### src/rtl/call_scheduler_pkg.sv
// Shared types and constants for the elevator call scheduler.
package call_scheduler_pkg;

    localparam int NFLOORS_DEFAULT = 8;

    localparam logic [1:0] DIR_IDLE = 2'b00;
    localparam logic [1:0] DIR_UP   = 2'b01;
    localparam logic [1:0] DIR_DOWN = 2'b10;

    typedef enum logic [1:0] {
        ST_IDLE,
        ST_UP,
        ST_DOWN,
        ST_SERVE
    } state_t;

endpackage

### src/rtl/call_scheduler_call_mask.sv
// Combinational test for pending calls strictly above / strictly below the car.
module call_mask
    import call_scheduler_pkg::*;
#(
    parameter int NFLOORS = NFLOORS_DEFAULT
) (
    input  logic [NFLOORS-1:0] pend_any,
    input  logic [2:0]         floor,
    output logic               any_above,
    output logic               any_below
);

    logic [NFLOORS-1:0] above_mask;
    logic [NFLOORS-1:0] below_mask;

    always_comb begin
        above_mask = '0;
        below_mask = '0;
        for (int i = 0; i < NFLOORS; i++) begin
            above_mask[i] = (i > int'(floor));
            below_mask[i] = (i < int'(floor));
        end
    end

    assign any_above = |(pend_any & above_mask);
    assign any_below = |(pend_any & below_mask);

endmodule

### src/rtl/call_scheduler.sv
// LOOK-style single-car call scheduler. Optional idle homing to floor 0
// is built only when the IDLE_HOME_EN macro is defined.
module call_scheduler
    import call_scheduler_pkg::*;
#(
    parameter int NFLOORS    = NFLOORS_DEFAULT,
    parameter int HOME_TICKS = 16
) (
    input  logic               clk,
    input  logic               rst,
    input  logic [NFLOORS-1:0] up_req,
    input  logic [NFLOORS-1:0] down_req,
    input  logic [NFLOORS-1:0] car_req,
    input  logic [2:0]         floor,
    input  logic               arrived,
    input  logic               door_done,
    input  logic               tick,
    output logic [1:0]         dir,
    output logic               move_cmd,
    output logic               open_cmd,
    output logic [NFLOORS-1:0] pend_up,
    output logic [NFLOORS-1:0] pend_down,
    output logic [NFLOORS-1:0] pend_car
);

    localparam logic [NFLOORS-1:0] TOP_OH = {1'b1, {(NFLOORS-1){1'b0}}};
    localparam logic [NFLOORS-1:0] BOT_OH = NFLOORS'(1);

    state_t             state;
    logic [NFLOORS-1:0] floor_oh;
    logic               any_above, any_below;
    logic               at_floor, stop_up, stop_down, home_set;
    logic [NFLOORS-1:0] clr_up, clr_down, clr_car;
    logic [NFLOORS-1:0] absorb_up, absorb_down, absorb_car;

    assign floor_oh = NFLOORS'(1) << floor;

    call_mask #(.NFLOORS(NFLOORS)) u_mask (
        .pend_any  (pend_up | pend_down | pend_car),
        .floor     (floor),
        .any_above (any_above),
        .any_below (any_below)
    );

    assign at_floor  = |((pend_up | pend_down | pend_car) & floor_oh);
    // A hall call against the travel direction only stops the car when it is the last call that way.
    assign stop_up   = |(pend_car & floor_oh) || |(pend_up & floor_oh) || (floor == 3'(NFLOORS-1))
                       || (|(pend_down & floor_oh) && !any_above);
    assign stop_down = |(pend_car & floor_oh) || |(pend_down & floor_oh) || (floor == 3'd0)
                       || (|(pend_up & floor_oh) && !any_below);

    always_comb begin
        clr_up      = '0;
        clr_down    = '0;
        clr_car     = '0;
        absorb_up   = '0;
        absorb_down = '0;
        absorb_car  = '0;
        case (state)
            ST_IDLE: if (at_floor) begin
                clr_up   = floor_oh;
                clr_down = floor_oh;
                clr_car  = floor_oh;
            end
            ST_UP: if (arrived && stop_up) begin
                clr_car = floor_oh;
                clr_up  = floor_oh;
                if (!any_above) clr_down = floor_oh;
            end
            ST_DOWN: if (arrived && stop_down) begin
                clr_car  = floor_oh;
                clr_down = floor_oh;
                if (!any_below) clr_up = floor_oh;
            end
            ST_SERVE: begin
                // With no travel direction (served straight from IDLE) both hall calls are absorbed.
                absorb_car = floor_oh;
                if (dir != DIR_DOWN) absorb_up   = floor_oh;
                if (dir != DIR_UP)   absorb_down = floor_oh;
            end
            default: ;
        endcase
    end

`ifdef IDLE_HOME_EN
    localparam int CNT_W = $clog2(HOME_TICKS + 1);
    logic [CNT_W-1:0] idle_cnt;

    always_ff @(posedge clk) begin
        if (rst || state != ST_IDLE || floor == 3'd0) begin
            idle_cnt <= '0;
        end else if (tick) begin
            if (idle_cnt == CNT_W'(HOME_TICKS - 1)) idle_cnt <= '0;
            else                                    idle_cnt <= idle_cnt + 1'b1;
        end
    end

    assign home_set = (state == ST_IDLE) && (floor != 3'd0) && tick
                      && (idle_cnt == CNT_W'(HOME_TICKS - 1));
`else
    assign home_set = 1'b0;
`endif

    always_ff @(posedge clk) begin
        if (rst) begin
            pend_up   <= '0;
            pend_down <= '0;
            pend_car  <= '0;
        end else begin
            pend_up   <= (pend_up   & ~clr_up)   | (up_req   & ~absorb_up   & ~TOP_OH);
            pend_down <= (pend_down & ~clr_down) | (down_req & ~absorb_down & ~BOT_OH);
            pend_car  <= (pend_car  & ~clr_car)  | (car_req  & ~absorb_car)
                         | (home_set ? BOT_OH : '0);
        end
    end

    always_ff @(posedge clk) begin
        if (rst) begin
            state    <= ST_IDLE;
            dir      <= DIR_IDLE;
            move_cmd <= 1'b0;
            open_cmd <= 1'b0;
        end else begin
            open_cmd <= 1'b0;
            case (state)
                ST_IDLE: begin
                    if (at_floor) begin
                        state    <= ST_SERVE;
                        open_cmd <= 1'b1;
                    end else if (any_above) begin
                        state    <= ST_UP;
                        dir      <= DIR_UP;
                        move_cmd <= 1'b1;
                    end else if (any_below) begin
                        state    <= ST_DOWN;
                        dir      <= DIR_DOWN;
                        move_cmd <= 1'b1;
                    end
                end
                ST_UP, ST_DOWN: begin
                    if (arrived && (state == ST_UP ? stop_up : stop_down)) begin
                        state    <= ST_SERVE;
                        move_cmd <= 1'b0;
                        open_cmd <= 1'b1;
                    end
                end
                ST_SERVE: begin
                    if (door_done) begin
                        if (dir != DIR_DOWN && any_above) begin
                            state <= ST_UP;   dir <= DIR_UP;   move_cmd <= 1'b1;
                        end else if (any_below) begin
                            state <= ST_DOWN; dir <= DIR_DOWN; move_cmd <= 1'b1;
                        end else if (any_above) begin
                            state <= ST_UP;   dir <= DIR_UP;   move_cmd <= 1'b1;
                        end else begin
                            state <= ST_IDLE; dir <= DIR_IDLE;
                        end
                    end
                end
                default: state <= ST_IDLE;
            endcase
        end
    end

endmodule

### config.mk
export PLATFORM = sky130hd
export DESIGN_NAME = call_scheduler
export DESIGN_NICKNAME = d
export VERILOG_FILES = /design/src/rtl/call_scheduler_pkg.sv /design/src/rtl/call_scheduler_call_mask.sv /design/src/rtl/call_scheduler.sv
export SDC_FILE = /design/constraint.sdc
export NUM_CORES = 1
export LEC_CHECK = 0
export ABC_AREA = 0
export BUFFER_PORTS_ARGS = -buffer_cell sky130_fd_sc_hd__buf_4
export CAP_MARGIN = 20
export CORE_UTILIZATION = 40
export DETAILED_ROUTE_END_ITERATION = 8
export PLACE_DENSITY = 0.73
export RECOVER_POWER = 100
export SLEW_MARGIN = 30
export SYNTH_ARGS = -nofsm -noshare
export SYNTH_HDL_FRONTEND = slang
export SYNTH_SLANG_ARGS = --single-unit
### constraint.sdc
create_clock -name clk -period 3.8 [get_ports clk]
set_clock_uncertainty 0.05 [all_clocks]
set_input_delay 0.19 -clock clk [delete_from_list [all_inputs] [get_ports clk]]
set_output_delay 0.19 -clock clk [all_outputs]
set_load 0.05 [all_outputs]
==> impl_metrics.json, run 1 <==
{
  "synth_xor_xnor_area_share_pct": 0,
  "worst-endpoint-arrival_ns": 3.09,
  "largest_net_degree_at_the_start_of_global_routing": 28,
  "layout_common_cells": "sky130_fd_sc_hd__o21ai_0 (32), sky130_fd_sc_hd__dfxtp_1 (30), sky130_fd_sc_hd__inv_1 (29), sky130_fd_sc_hd__buf_4 (29), sky130_fd_sc_hd__clkbuf_1 (28)",
  "cap_violations": 0,
  "layout.nets": 357,
  "synth_ff_type": "sky130_fd_sc_hd__dfxtp_1",
  "area_growth_pct": 14.81,
  "fin_setup_tns_ns": 0,
  "overflow_left_after_global_routing": 0,
  "final-hold-violation-count": 0,
  "netlist_area_sq_mm": 0.002281,
  "final_common_cell": "sky130_fd_sc_hd__o21ai_0",
  "power.density_cell_area_mw_per_mm2": 500.6,
  "clock-sinks": 30,
  "setup_viol": 0,
  "dieWidth_um": 77.52,
  "finalWeightedCongestion": 0.8935,
  "status": "finished, final reports clean",
  "io_buffer_count": 56,
  "drtAntennaViolNets": 0,
  "detailedRoute.firstIterationViolations": 208,
  "post_cts_hold_buffer_count": 0,
  "die_height_um": 77.52,
  "setup_repair_after_global_routing_missed_its_margin": "false",
  "detailedPlacementHpwl_um": 4793,
  "post_synthesis_cell_type_with_the_largest_combined_area": "sky130_fd_sc_hd__dfxtp_1",
  "detailed_place.area_sq_mm": 0.002696,
  "cts_repair_resize_count": 0,
  "htreeDepth": 2,
  "critPathMaxFanout": 8,
  "synth.top_cell.area_share_pct": 26.33,
  "leakage_power_nw": 1.006,
  "dieArea_sq_mm": 0.006009,
  "synth-compound-area-share_pct": 39.82,
  "top_level_ports": 60,
  "worst_slew_pin_slew_ns": 1.226,
  "first_global_vias": 2188,
  "async_reset_ff_share_pct": 0,
  "vdd.ir_drop.worst_v": 0.0002419,
  "dr.pass1.iters": 4,
  "synth_fa_ha_area_share_pct": 3.291,
  "synthesis.instances": 273,
  "setup.worst_path.end_class": "flop",
  "grt_first_pass_wirelength_um": 10700,
  "clk-insertion-delay-late_ns": 0.29,
  "synth-seq-area-share_pct": 26.33,
  "postCtsSetupRepairBufs": 0,
  "critPathLaunchType": "flop",
  "final-max-slew-violation-count": 0,
  "syn_area_per_cell_sq_um": 8.355,
  "postLayoutCoreUtil_pct": 47.56,
  "hp-class": "in -> reg",
  "muxShareOfSynthArea_pct": 6.034,
  "vias_per_cell": 5.827,
  "yosys-top-cells-area": "sky130_fd_sc_hd__dfxtp_1 (26%), sky130_fd_sc_hd__a221oi_2 (7.9%), sky130_fd_sc_hd__o21ai_0 (6.8%), sky130_fd_sc_hd__inv_1 (4.8%), sky130_fd_sc_hd__a21oi_1 (4.4%)",
  "worst_slew_margin_rel_pct": 18.24,
  "dominant_combinational_cell_family_by_area_after_synthesis": "compound AO/OA/AOI/OAI gates",
  "finalInstanceArea_sq_mm": 0.002619,
  "layout-drive-gt1-share_pct": 17.81,
  "detail_route.drc_violations": 0,
  "core_area_sq_mm": 0.005507,
  "yosysWarningCount": 0,
  "rrSetupSlack_ns": 0.78,
  "fmax_mhz": 330.7,
  "tritoncts": "yes",
  "cts-buffers-inserted": 5,
  "final.period_utilization_pct": 79.58,
  "synth_seq_cells": 30,
  "post_drt_wl_per_cell_um": 16.51,
  "grt_usage_pct": 22.73,
  "synthesized_nets": 311,
  "synth-edff-count": 0,
  "synth_cell_types": 55,
  "timing_worst_setup_path_type": "reg -> reg",
  "clock_tree.buffer_depth": 2,
  "routed_wirelength_um": 6472,
  "antenna_cells_inserted": 0,
  "grt_antenna_before_repair": 0,
  "post-route-min-period_ns": 3.024,
  "hold_ws_ns": 0.1352,
  "initial_utilization_pct": 41.42,
  "rows": 27,
  "cp_data_required_time_ns": 3.87,
  "ctsRootBufferMaster": "sky130_fd_sc_hd__clkbuf_8",
  "clk_transition_reported_paths_ns": 0.07,
  "area_share_of_and_or_nand_nor_cells_after_synthesis_pct": 15.25,
  "vias": 2284
}
-- critical path, stage by stage (launching register included) --
cell and delay [ns]:
sky130_fd_sc_hd__dfxtp_1 0.34, sky130_fd_sc_hd__nor3_1 0.46, sky130_fd_sc_hd__a22o_1 0.21, sky130_fd_sc_hd__a21boi_0 0.18
sky130_fd_sc_hd__o31ai_1 0.30, sky130_fd_sc_hd__a31oi_1 0.16, sky130_fd_sc_hd__a21oi_1 0.98, sky130_fd_sc_hd__a211oi_1 0.16
-- flip-flops by register name, indices dropped and copies added, names as in the netlist --
signal / cells
pend_car: 8
pend_down: 8
move_cmd: 1
state: 2
open_cmd: 1
dir: 2
pend_up: 8
-- metrics by stage --
step,cells,setup slack [ns],total power [mW]
floorplan,273,1.433,0.9182
global placement,384,1.296,1.093
detailed placement,384,1.267,1.104
CTS,392,1.248,1.381
global route,392,0.6013,1.402
finish,392,0.7759,1.311
-- area by class of cell --
| type | count | area, sq um |
|---|---|---|
| Fill cell | 586 | 2888 |
| Sequential cell | 30 | 600.6 |
| Tap cell | 72 | 90.09 |
| Timing Repair Buffer | 57 | 322.8 |
| Clock inverter | 2 | 12.51 |
| Inverter | 29 | 108.9 |
| Multi-Input combinational cell | 196 | 1401 |
| Clock buffer | 6 | 82.58 |
-- power breakdown --
group	internal [mW]	switching, mW
Sequential	0.361	0.0463
Clock	0.145	0.131
Combinational	0.190	0.437
Total	0.696	0.614
-- routing by layer --
| metal | vias to the layer above | GRT usage, % | part of all wire (%) |
|---|---|---|---|
| met5 | - | 0 | 0 |
| met4 | 0 | 7.358 | 1.1 |
| met3 | 7 | 6.353 | 7.6 |
| met2 | 70 | 34.87 | 46 |
| met1 | 1079 | 30.51 | 46 |
| li1 | 1128 | - | - |
-- cells by family after synthesis --
family / count (synthesis)
simple gates: 64
flops: 30
fa+ha+maj: 6
mux: 10
compound gates: 116
buf+inv: 47
-- path summary, 6_finish.rpt --
check,start,endpoint,cells past startpoint
worst min-delay path,car_req[7],pend_car[7],3
worst max-delay path,pend_up[4],pend_up[0],7
worst min register to register,pend_up[7],pend_up[7],2
worst max register to register,pend_up[4],pend_up[0],7
-- synth_stat cells (3+ instances only) --
cell / count
sky130_fd_sc_hd__o21ai_0: 31
sky130_fd_sc_hd__mux2i_1: 7
sky130_fd_sc_hd__a211oi_1: 7
sky130_fd_sc_hd__a22o_1: 3
sky130_fd_sc_hd__nand2_1: 14
sky130_fd_sc_hd__buf_4: 3
sky130_fd_sc_hd__dfxtp_1: 30
sky130_fd_sc_hd__a41oi_1: 3
sky130_fd_sc_hd__inv_1: 29
sky130_fd_sc_hd__or3b_2: 3
sky130_fd_sc_hd__o22ai_1: 6
sky130_fd_sc_hd__nand3_1: 6
sky130_fd_sc_hd__a221oi_1: 7
sky130_fd_sc_hd__nand3b_1: 4
sky130_fd_sc_hd__buf_6: 3
sky130_fd_sc_hd__nor2_1: 9
sky130_fd_sc_hd__mux4_2: 3
sky130_fd_sc_hd__a21oi_1: 20
sky130_fd_sc_hd__ha_1: 6
sky130_fd_sc_hd__nor3_1: 11
sky130_fd_sc_hd__a221oi_2: 12
sky130_fd_sc_hd__clkbuf_1: 10
sky130_fd_sc_hd__and2_1: 3
Note: power is estimated with default switching activity, not from simulation.
==> run 2: changes to the inputs <==
- PLACE_DENSITY: 0.73 -> 0.76
- clock period: 3.8 -> 2.65 ns (I/O delays scaled with it)
==> impl_metrics.json, run 2 (synthesis gave the netlist of run 1 again) <==
{
  "dr.pass1.iters": 5,
  "worst_slew_pin_slew_ns": 0.6082,
  "r2r_cells": 8,
  "fmax_mhz": 410.5,
  "seq_power_share_pct": 27.5,
  "critPathMaxFanout": 7,
  "path_delay_family": "compound AO/OA/AOI/OAI gates",
  "rrSetupSlack_ns": 0.21,
  "hp-class": "in -> reg",
  "rows": 27,
  "clock-sinks": 30,
  "status": "finished, final reports clean",
  "first_global_vias": 2163,
  "timing.critical_path.buf_inv": 1,
  "finalInstanceArea_sq_mm": 0.002709,
  "cp_slowest_cell": "sky130_fd_sc_hd__o31ai_1",
  "setup.worst_path.end_class": "flop",
  "overflow_left_after_global_routing": 0,
  "detailedRoute.firstIterationViolations": 253,
  "vias_per_cell": 6.115,
  "setup_repair_after_global_routing_missed_its_margin": "false",
  "worst_r2r_endpoint": "pend_down[2]",
  "grt_first_pass_wirelength_um": 11180,
  "final.fill_count": 574,
  "clk_network_pwr_share_pct": 27.9,
  "cap_violations": 0,
  "critPathLaunchType": "flop",
  "regToRegStartpoint": "pend_down[4]",
  "detail_route.drc_violations": 0,
  "antenna_cells_inserted": 0,
  "post_drt_wl_per_cell_um": 17.19,
  "detailed_place.area_sq_mm": 0.002756,
  "htreeDepth": 2,
  "setup.worst_path.start": "pend_down[4]",
  "worstSetupPathDepth": 8,
  "leakage_power_nw": 1.056,
  "layout_top_registers": "pend_car: 8 flops, pend_down: 8 flops, pend_up: 8 flops",
  "grt_antenna_before_repair": 0,
  "grt_usage_pct": 23.73,
  "routed_wirelength_um": 6876,
  "power.share.combinational_pct": 44.6,
  "timing.critical_path.cells": "nor3_1 -> clkbuf_1 -> a22o_1 -> a21boi_0 -> o31ai_1 -> a31oi_4 -> a21oi_2 -> a221oi_1",
  "core_area_sq_mm": 0.005507,
  "top_level_ports": 60,
  "clk_transition_reported_paths_ns": 0.07,
  "tritoncts": "yes",
  "cts_repair_resize_count": 0,
  "fin_setup_tns_ns": 0,
  "power.density_cell_area_mw_per_mm2": 785.7,
  "cts-buffers-inserted": 5,
  "final-max-slew-violation-count": 0,
  "worst_slew_margin_rel_pct": 59.63,
  "vdd.ir_drop.worst_v": 0.0003228,
  "layout.nets": 365,
  "layout-drive-gt1-share_pct": 18.29,
  "setup_viol": 0,
  "net-switching-power_mw": 0.9067,
  "drtAntennaViolNets": 0,
  "power_switching_share_pct": 42.60,
  "finalWeightedCongestion": 0.9492,
  "detailedPlacementHpwl_um": 4977,
  "io_buffer_count": 56,
  "final-hold-violation-count": 0,
  "final.period_utilization_pct": 91.92,
  "post-route-min-period_ns": 2.436,
  "timing_worst_setup_path_type": "reg -> reg",
  "postCtsSetupRepairBufs": 0,
  "clock_tree.buffer_depth": 2,
  "total_power_mw": 2.128,
  "initial_utilization_pct": 41.42,
  "critical_path.max_stage_delay_ns": 0.45,
  "layout_common_cells": "sky130_fd_sc_hd__buf_4 (36), sky130_fd_sc_hd__o21ai_0 (31), sky130_fd_sc_hd__dfxtp_1 (30)",
  "vias": 2446,
  "dieWidth_um": 77.52,
  "timing.critical_path.to": "pend_down[2]",
  "largest_net_degree_at_the_start_of_global_routing": 28,
  "die_height_um": 77.52,
  "worst-endpoint-arrival_ns": 2.54,
  "cp_data_required_time_ns": 2.76,
  "final_common_cell": "sky130_fd_sc_hd__buf_4",
  "post_cts_hold_buffer_count": 0,
  "power.internal_mw": 1.222,
  "clk-insertion-delay-late_ns": 0.30,
  "area_growth_pct": 18.76,
  "ctsRootBufferMaster": "sky130_fd_sc_hd__clkbuf_8",
  "dieArea_sq_mm": 0.006009
}
run 2: per-stage QoR:
step           std cells  utilization [%]  setup slack, ns  hold WS [ns]
6_report             400            49.19           0.2142       0.07925
5_1_grt              400            49.19          0.02001       0.09659
4_1_cts              400            52.65           0.2255       0.07796
3_5_place_dp         392            50.06           0.1643        0.3881
3_3_place_gp         392            50.06           0.2354        0.3836
2_1_floorplan        273                -           0.2835        0.2539
run 2: layout make-up:
cell class,count,area (sq um),share of cell area (%)
Inverter,29,108.9,4.018
Clock inverter,2,60.06,2.217
Tap cell,72,90.09,3.326
Clock buffer,6,82.58,3.048
Sequential cell,30,600.6,22.17
Multi-Input combinational cell,196,1388,51.22
Timing Repair Buffer,65,379.1,14.00
run 2: worst register-to-register path: cells and delay by family, from the launching register on:
kind	cells	cell delay, ns
flops	1	0.34
buf+inv	1	0.21
simple gates	1	0.18
compound gates	6	1.51
run 2: worst min path at each step:
stage / from / end / slack, ns / cells after the start
after floorplan: car_req[7] / pend_car[7] / 0.25 / 2
after global placement: down_req[7] / pend_down[7] / 0.38 / 3
after detailed placement: car_req[7] / pend_car[7] / 0.39 / 3
after CTS: car_req[7] / pend_car[7] / 0.08 / 3
after global routing: up_req[4] / pend_up[4] / 0.1 / 3
final: car_req[7] / pend_car[7] / 0.08 / 3
run 2: power groups by stage:
stage / combinational [mW] / clock, mW / sequential, mW
4_1_cts: 1.02 / 0.600 / 0.585
6_report: 0.949 / 0.595 / 0.585
2_1_floorplan: 0.555 / 0 / 0.761
5_1_grt: 1.02 / 0.619 / 0.594
3_3_place_gp: 0.999 / 0 / 0.593
3_5_place_dp: 1.02 / 0 / 0.594
run 2: layer usage:
metal	vias up	wire length, um	global-route usage [%]
met3	17	595	4.706
met1	1158	2958	31.99
met2	124	3153	37.61
met4	0	169	7.925
met5	-	0	0
li1	1147	-	-
==> run 3: changes to the inputs <==
- CORE_UTILIZATION: 40 -> 48
- PLACE_DENSITY: 0.76 -> 0.87
- SKIP_CTS_REPAIR_TIMING: default -> 1
==> impl_metrics.json, run 3 (synthesis gave the netlist of run 1 again) <==
{
  "status": "finished with violations",
  "failed_checks": "design-rule violations",
  "drtAntennaViolNets": 0,
  "use_met1_pct": 41.20,
  "final-hold-violation-count": 0,
  "critical_path.max_stage_delay_ns": 0.40,
  "finalWeightedCongestion": 0.9536,
  "worst-endpoint-arrival_ns": 2.54,
  "grt_first_pass_wirelength_um": 11370,
  "power_switching_share_pct": 44.97,
  "overflow_left_after_global_routing": 0,
  "rows": 24,
  "layout-drive-gt1-share_pct": 19.21,
  "vias": 2419,
  "dieWidth_um": 70.94,
  "routed_wirelength_um": 6781,
  "layout.nets": 365,
  "detail_route.drc_violations": 6,
  "worst_slew_margin_rel_pct": 59.25,
  "top_level_ports": 60,
  "grt_antenna_before_repair": 0,
  "total_power_mw": 1.962,
  "dr.pass1.iters": 7,
  "die_height_um": 70.94,
  "area_growth_pct": 16.90,
  "clock_tree.buffer_depth": 2,
  "largest_net_degree_at_the_start_of_global_routing": 28,
  "tritoncts": "yes",
  "cap_violations": 0,
  "dieArea_sq_mm": 0.005032,
  "ctsRootBufferMaster": "sky130_fd_sc_hd__clkbuf_8",
  "post-route-min-period_ns": 2.398,
  "setup_viol": 0,
  "leakage_power_nw": 1.049,
  "grt_util_met2_pct": 43.91,
  "setup.worst_path.end_class": "flop",
  "grt_most_used_layer": "met2",
  "vias_per_cell": 6.366,
  "fin_setup_tns_ns": 0,
  "post_drt_wl_per_cell_um": 17.84,
  "critPathMaxFanout": 5,
  "hold_ws_ns": 0.09166,
  "layout_common_cells": "sky130_fd_sc_hd__buf_4 (37), sky130_fd_sc_hd__o21ai_0 (31), sky130_fd_sc_hd__dfxtp_1 (30)",
  "worst_slew_pin_slew_ns": 0.6139,
  "cp_slowest_cell": "sky130_fd_sc_hd__nor3_1",
  "initial_utilization_pct": 50.98,
  "path_delay_family": "simple AND/OR/NAND/NOR gates",
  "first_global_vias": 2287,
  "io_buffer_count": 56,
  "detailedRoute.firstIterationViolations": 323,
  "cp_data_required_time_ns": 2.79,
  "fmax_mhz": 417.0,
  "final_common_cell": "sky130_fd_sc_hd__buf_4",
  "grt_usage_pct": 28.96,
  "detailedPlacementHpwl_um": 5011,
  "power.internal_mw": 1.080,
  "hp-class": "in -> reg",
  "final.period_utilization_pct": 90.49,
  "vdd.ir_drop.worst_v": 0.0004075,
  "timing.critical_path.cells": "nor3_1 -> a41oi_1 -> and3_1 -> nor4_1 -> buf_4 -> o21ai_1 -> nor2b_1 -> a221oi_1",
  "timing_worst_setup_path_type": "reg -> reg",
  "timing.critical_path.buf_inv": 1,
  "final-max-slew-violation-count": 0,
  "net-switching-power_mw": 0.8822,
  "core_area_sq_mm": 0.004474,
  "clock-sinks": 30,
  "clk_transition_reported_paths_ns": 0.07,
  "seq_power_share_pct": 30.0,
  "htreeDepth": 2,
  "power.density_cell_area_mw_per_mm2": 735.8,
  "setup_repair_after_global_routing_missed_its_margin": "false",
  "clk_network_pwr_share_pct": 22.7,
  "gr-usage-met3_pct": 4.986,
  "critPathLaunchType": "flop",
  "layout_top_registers": "pend_car: 8 flops, pend_down: 8 flops, pend_up: 8 flops",
  "cts-buffers-inserted": 5,
  "antenna_cells_inserted": 0,
  "power.share.combinational_pct": 47.3,
  "clk-insertion-delay-late_ns": 0.29
}
-- run 3: cell count changes in the layout (fill, tap and decap cells not counted) --
cell and delta:
sky130_fd_sc_hd__buf_4 +1, sky130_fd_sc_hd__clkbuf_1 -1, sky130_fd_sc_hd__a221oi_1 -1, sky130_fd_sc_hd__a221oi_2 +1
sky130_fd_sc_hd__bufinv_16 -2, sky130_fd_sc_hd__clkbuf_8 +2, sky130_fd_sc_hd__nor3_2 +1, sky130_fd_sc_hd__nor3_1 -1
-- run 3: through the flow --
step                      setup WS [ns]  util (%)  area (sq um)  cells
after detailed placement         0.1722     61.05          2731    372
after global routing           0.009479     59.59          2666    380
after global placement           0.2102     61.05          2731    372
final                            0.2520     59.59          2666    380
after CTS                        0.1660     63.51          2841    380
after floorplan                  0.2835         -          2281    273
-- run 3: worst min-delay path: stages --
cell and delay, ns:
sky130_fd_sc_hd__buf_4 0.11, sky130_fd_sc_hd__o21ai_0 0.06, sky130_fd_sc_hd__a221oi_1 0.07
-- run 3: worst paths after layout --
path	end	startpoint	slack, ns	cells past startpoint
max reg2reg	dir[0]	pend_up[5]	0.25	8
min	pend_car[3]	car_req[3]	0.09	3
min reg2reg	move_cmd	move_cmd	0.45	1
max	dir[0]	pend_up[5]	0.25	8
-- run 3: per-layer routing --
metal / vias to the layer above / part of all wire, % / routed length (um)
met1: 1151 / 44 / 2983
met5: - / 0 / 0
met4: 0 / 1.7 / 112
met2: 111 / 45 / 3044
met3: 8 / 9.5 / 641
li1: 1149 / - / -
-- run 3: area by class of cell --
class	count	area, sq um
fill	435	1808
multi-input combinational	196	1399
sequential	30	600.6
timing repair buffer	65	382.9
clock buffer	8	110.1
inverter	29	108.9
tap	52	65.06
-- run 3: power groups by stage --
stage / registers [mW] / logic [mW] / clock network (mW)
6_report: 0.589 / 0.928 / 0.444
5_1_grt: 0.598 / 1.01 / 0.476
4_1_cts: 0.589 / 0.998 / 0.446
3_5_place_dp: 0.599 / 0.992 / 0
3_3_place_gp: 0.595 / 0.974 / 0
2_1_floorplan: 0.761 / 0.555 / 0
